==> src/rtl/fixed_pkg.sv <==
// Shared fixed-point number format, state encoding and sizing helpers
// for the multiplier/divider library.
package fixed_pkg;

    localparam int unsigned WIDTH_DEF = 25;
    localparam int unsigned FBITS_DEF = 21;

    typedef enum logic [2:0] {
        IDLE  = 3'd0,
        INIT  = 3'd1,
        CALC  = 3'd2,
        ROUND = 3'd3,
        SIGN  = 3'd4
    } div_state_t;

    // Quotient width including the rounding guard bit; also the iteration count.
    function automatic int unsigned div_iter(input int unsigned width, input int unsigned fbits);
        return (width - 1) + fbits + 1;
    endfunction

endpackage

==> src/rtl/div.sv <==
// Signed fixed-point divider: restoring long division, one quotient bit per
// clock, round-half-to-even on the result.
module div
    import fixed_pkg::*;
#(
    parameter int unsigned WIDTH = WIDTH_DEF,
    parameter int unsigned FBITS = FBITS_DEF
) (
    input  logic                    clk,
    input  logic                    rst,
    input  logic                    start,
    output logic                    busy,
    output logic                    done,
    output logic                    valid,
    output logic                    dbz,
    output logic                    ovf,
    input  logic signed [WIDTH-1:0] a,
    input  logic signed [WIDTH-1:0] b,
    output logic signed [WIDTH-1:0] val
);

    localparam int unsigned WU = WIDTH - 1;
    localparam int unsigned QW = div_iter(WIDTH, FBITS);
    localparam int unsigned CW = $clog2(QW + 1);
    localparam logic [WIDTH-1:0] MOST_NEG = {1'b1, {WU{1'b0}}};

    div_state_t               state;
    logic signed [WIDTH-1:0]  a_r;
    logic signed [WIDTH-1:0]  b_r;
    logic                     sig_diff;
    logic        [WU-1:0]     b_mag;
    logic        [QW-1:0]     dvd;
    logic        [WU:0]       rem;
    logic        [CW-1:0]     cnt;
    logic        [WU-1:0]     qr;

    logic        [WU-1:0]     a_mag_c;
    logic        [WU-1:0]     b_mag_c;
    logic        [WU:0]       rem_sh_c;
    logic                     fits_c;
    logic        [WU:0]       rem_nx_c;
    logic        [QW-2:0]     q_c;
    logic                     rnd_c;
    logic        [QW-1:0]     qr_full_c;
    logic                     qr_ovf_c;

    // Magnitudes, one restoring step, and the rounding of the extended quotient.
    always_comb begin
        a_mag_c   = a_r[WIDTH-1] ? WU'(-a_r) : a_r[WU-1:0];
        b_mag_c   = b_r[WIDTH-1] ? WU'(-b_r) : b_r[WU-1:0];
        rem_sh_c  = {rem[WU-1:0], dvd[QW-1]};
        fits_c    = rem_sh_c >= {1'b0, b_mag};
        rem_nx_c  = fits_c ? (rem_sh_c - {1'b0, b_mag}) : rem_sh_c;
        q_c       = dvd[QW-1:1];
        rnd_c     = dvd[0] & ((rem != '0) | q_c[0]);
        qr_full_c = {1'b0, q_c} + QW'(rnd_c);
        qr_ovf_c  = qr_full_c[QW-1:WU] != '0;
    end

    always_ff @(posedge clk or posedge rst) begin
        if (rst) begin
            state    <= IDLE;
            busy     <= 1'b0;
            done     <= 1'b0;
            valid    <= 1'b0;
            dbz      <= 1'b0;
            ovf      <= 1'b0;
            val      <= '0;
            a_r      <= '0;
            b_r      <= '0;
            sig_diff <= 1'b0;
            b_mag    <= '0;
            dvd      <= '0;
            rem      <= '0;
            cnt      <= '0;
            qr       <= '0;
        end else begin
            done <= 1'b0;
            case (state)
                IDLE: begin
                    if (start) begin
                        a_r      <= a;
                        b_r      <= b;
                        sig_diff <= a[WIDTH-1] ^ b[WIDTH-1];
                        busy     <= 1'b1;
                        valid    <= 1'b0;
                        dbz      <= 1'b0;
                        ovf      <= 1'b0;
                        state    <= INIT;
                    end
                end
                INIT: begin
                    if (b_r == '0) begin
                        dbz   <= 1'b1;
                        valid <= 1'b0;
                        val   <= '0;
                        done  <= 1'b1;
                        busy  <= 1'b0;
                        state <= IDLE;
                    end else if (a_r == MOST_NEG || b_r == MOST_NEG) begin
                        // Magnitude of the most negative value does not fit in WU bits.
                        ovf   <= 1'b1;
                        valid <= 1'b0;
                        val   <= '0;
                        done  <= 1'b1;
                        busy  <= 1'b0;
                        state <= IDLE;
                    end else begin
                        b_mag <= b_mag_c;
                        dvd   <= QW'(a_mag_c) << (FBITS + 1);
                        rem   <= '0;
                        cnt   <= '0;
                        state <= CALC;
                    end
                end
                CALC: begin
                    // Dividend bits shift out the top while quotient bits fill the bottom.
                    dvd <= {dvd[QW-2:0], fits_c};
                    rem <= rem_nx_c;
                    cnt <= cnt + CW'(1);
                    if (cnt == CW'(QW - 1)) begin
                        state <= ROUND;
                    end
                end
                ROUND: begin
                    ovf   <= qr_ovf_c;
                    qr    <= qr_full_c[WU-1:0];
                    state <= SIGN;
                end
                SIGN: begin
                    if (ovf) begin
                        val   <= '0;
                        valid <= 1'b0;
                    end else begin
                        val   <= sig_diff ? -WIDTH'(qr) : WIDTH'(qr);
                        valid <= 1'b1;
                    end
                    done  <= 1'b1;
                    busy  <= 1'b0;
                    state <= IDLE;
                end
                default: begin
                    busy  <= 1'b0;
                    state <= IDLE;
                end
            endcase
        end
    end

endmodule

==> config.mk <==
export PLATFORM = sky130hd
export DESIGN_NAME = div
export DESIGN_NICKNAME = d
export VERILOG_FILES = /design/src/rtl/fixed_pkg.sv /design/src/rtl/div.sv
export SDC_FILE = /design/constraint.sdc
export NUM_CORES = 1
export LEC_CHECK = 0
export ABC_AREA = 1
export ABC_CLOCK_PERIOD_IN_PS = 9100
export CORE_ASPECT_RATIO = 0.8
export CORE_MARGIN = 4
export CORE_UTILIZATION = 55
export DETAILED_ROUTE_END_ITERATION = 8
export GPL_TIMING_DRIVEN = 0
export PLACE_DENSITY = 0.74
export SETUP_SLACK_MARGIN = 0.05
export SKIP_LAST_GASP = 1
export SLEW_MARGIN = 0
export SYNTH_ARGS = -nofsm -noshare
export SYNTH_HDL_FRONTEND = slang
export SYNTH_SLANG_ARGS = --single-unit
==> constraint.sdc <==
create_clock -name clk -period 9.1 [get_ports clk]
set_input_delay 1.82 -clock clk [delete_from_list [all_inputs] [get_ports clk]]
set_output_delay 1.82 -clock clk [all_outputs]
set_load 0.05 [all_outputs]
==> metrics.csv <==
stage,metric,value,unit
cts,ctsLongestPathBuffers,3,
placed_design,place_ws,5.44,ns
critical_path,r2r-end,rem[22]$_DFFE_PP0P_,
cts,clock_latency,0.52,ns
yosys,synthCells,1839,
yosys,synth_edf_count,0,
yosys,synth_ff_type,dfrtp_1,
hold_path,worst_hold_path_type,reg2reg,
global_route,overflow,0,
finish,nets,2031,
critical_path,rr_worst_depth,11,
critical_path,worstSetupEndpoint,ovf,
global_route,grt_usage,28.4,%
placed_design,port_buffers,82,
finish,filler_cell_count,2063,
cts,post_cts_resized,0,
critical_path,regToRegStartpoint,dvd[45]$_DFFE_PP0P_,
floorplanning,initial_utilization,56.9,%
pwr,p_leak,6.96,nW
global_route,grt_max_degree,107,
yosys,syn_avg_cell_area,7.05,µm²
timing,min_period,3.61,ns
route,vias,12600,
critical_path,criticalPathCategory,reg2out,
critical_path,ff2ff_setup_slack,6.18,ns
critical_path,worstPathCellList,clkdlybuf4s50_1,
critical_path,cp_max_fo,3,
route,ant_nets,0,
cts,clk_pin_slew,0.06,ns
critical_path,end_kind,primary output,
cts,root_buffer,clkbuf_16,
yosys,netlist_area,13000,µm²
floorplanning,die_x,180,µm
global_route,antenna_found_initial,0,
critical_path,cp.depth,1,
timing,rsz0062_at_grt,false,
run_status,status,finished clean,
cts,h-tree-depth,1,
timing,tightest_slew,0.710,ns
global_route,grt_pass1_wl,61200,µm
floorplanning,core,22800,µm²
critical_path,slowest_stage,clkdlybuf4s50_1,
route,drt-total-wl,38500,µm
route,first_pass_iters,8,
timing,timing.fmax,277,MHz
floorplanning,rows,49,
timing,finalSetupViolations,0,
yosys,yosysUniqueCellTypes,46,
yosys,synth_largest_area_cell,dfrtp_1,
finish,drive_above_1_share,4.89,%
cts,cts_tree,yes,
placed_design,gp_congestion,0.960,
timing,max-slew-margin-rel,52.7,%
route,vias_per_cell,5.54,
cts,cts_sinks,209,
yosys,synth_warnings,0,
global_route,grt_pass1_vias,11800,
route,drc,0,
yosys,seq_area_frac_synth,40.3,%
pwr,ir_drop,0.171,mV
yosys,ys_async_sr_fraction,100,%
critical_path,path_delay_family,buffers and inverters,
yosys,synth_seq_cells,209,
timing,final.setup.tns,0,ns
timing,fin_crit_sh,39.7,%
hold_path,whs_path_depth,2,
job,max_cap_viol_count,0,
route,initialDrtViolationCount,1282,
critical_path,critPathRequiredTime,7.28,ns
timing,setup_ws,5.49,ns
critical_path,crit_buf_inv,1,
critical_path,critPathArrivalTime,1.79,ns
placed_design,hpwl,29600,µm
timing,final-max-slew-violation-count,0,
floorplanning,dieArea,26100,µm²
pwr,p_per_area,396,nW/µm²
timing,fin_skew,0.0116,ns
critical_path,crit_path_start,ovf$_DFFE_PP0P_,
critical_path,startpoint_type,flip-flop,
critical_path,critPathMaxStageDelay,0.84,ns
yosys,netlist.area_leader.share,40.3,%
route,wl_per_cell,17.0,µm
cts,post-cts-setup-buffer-count,0,
finish,synthToLayoutAreaGrowth,16.0,%
finish,antenna_cells,0,
timing,hold_violations,0,
cts,cts_buffers,23,
cts,ctsHoldBuffers,0,
yosys,syn-num-nets,1923,
yosys,post_synth_main_area_contributors,"dfrtp_1, nand2_1, o21ai_0",
floorplanning,die_y,145,µm
floorplanning,pin_count,83,
## area by class of cell
cell class	count	area, µm²	area share [%]
timing repair buffer	83	848	5.64
buffer	55	283	1.88
sequential	209	5230	34.7
inverter	193	732	4.86
clock buffer	29	648	4.31
tap	306	383	2.54
multi-input combinational	1382	6740	44.8
clock inverter	11	191	1.27
## cell usage in the layout (no fill, tap or decap), types with 7 or more instances in the layout
master,count
a21oi_1,52
buf_2,10
buf_4,9
clkbuf_1,32
clkbuf_16,23
clkdlybuf4s50_1,82
dfrtp_1,209
ha_1,30
inv_1,186
nand2_1,571
nand2_2,7
nand3_1,109
nand3b_1,11
nand4_1,30
nor2_1,208
nor3_1,20
nor4_1,9
o211ai_1,8
o21ai_0,168
o21ai_1,19
o22ai_1,25
xnor2_1,21
xor2_1,53
## where the power goes
group          leakage (nW)  internal, W  switching, W
Combinational          3.85      0.00110       0.00215
Clock                 0.416     0.000646      0.000393
Sequential             2.69      0.00129      0.000378
## layer usage
layer / GRT usage (%) / wire length (µm)
met5: 0 / 0
met3: 4.40 / 2990
met4: 6.44 / 824
met1: 43.6 / 18500
met2: 42.8 / 16100
## stage by stage
step	cell area (µm²)	total power (W)	util, %	hold slack (ns)	instances
4_1_cts	15100	0.00592	66.0	0.473	2268
2_1_floorplan	13000	0.00390	-	0.445	1839
5_1_grt	15100	0.00641	66.0	0.486	2268
3_5_place_dp	14200	0.00485	62.3	0.457	2228
6_report	15100	0.00595	66.0	0.468	2268
3_3_place_gp	14200	0.00479	62.2	0.453	2227
## registers in the layout (all words and copies together), names as in the netlist
name,count
dbz,1
val,25
b_r,25
ovf,1
sig_diff,1
dvd,46
qr,24
valid,1
cnt,6
rem,25
done,1
b_mag,24
state,3
a_r,25
busy,1
## how the worst min path moves through the flow
stage                    startpoint                   end
5_1_grt           valid$_DFFE_PP0P_     valid$_DFFE_PP0P_
2_1_floorplan  state[0]$_DFFE_PP0P_  state[0]$_DFFE_PP0P_
4_1_cts           valid$_DFFE_PP0P_     valid$_DFFE_PP0P_
3_3_place_gp    val[20]$_DFFE_PP0P_   val[20]$_DFFE_PP0P_
3_5_place_dp    val[23]$_DFFE_PP0P_   val[23]$_DFFE_PP0P_
6_report          valid$_DFFE_PP0P_     valid$_DFFE_PP0P_
## synthesized netlist by cell type, types with 4 or more instances
library cell  instances
nand2_1             571
dfrtp_1             209
nor2_1              208
inv_1               187
o21ai_0             168
nand3_1             109
xor2_1               53
a21oi_1              52
clkbuf_1             31
ha_1                 30
nand4_1              30
o22ai_1              25
xnor2_1              21
nor3_1               20
o21ai_1              19
nand3b_1             11
buf_2                10
buf_4                 9
nor4_1                9
o211ai_1              8
nand2_2               7
a31oi_1               5
nor2_2                5
buf_6                 4
clkinv_1              4
## logic make-up after synthesis
| group | count (synthesis) | share of synthesized area [%] |
|---|---|---|
| DFF | 209 | 40.3 |
| AOI/OAI and AO/OA | 293 | 12.2 |
| and+or+nand+nor | 984 | 31.7 |
| buffers and inverters | 248 | 7.76 |
| xor gates and xnor gates | 74 | 5.00 |
| adders and majority gates | 31 | 3.05 |
Note: power is estimated with default switching activity, not from simulation.
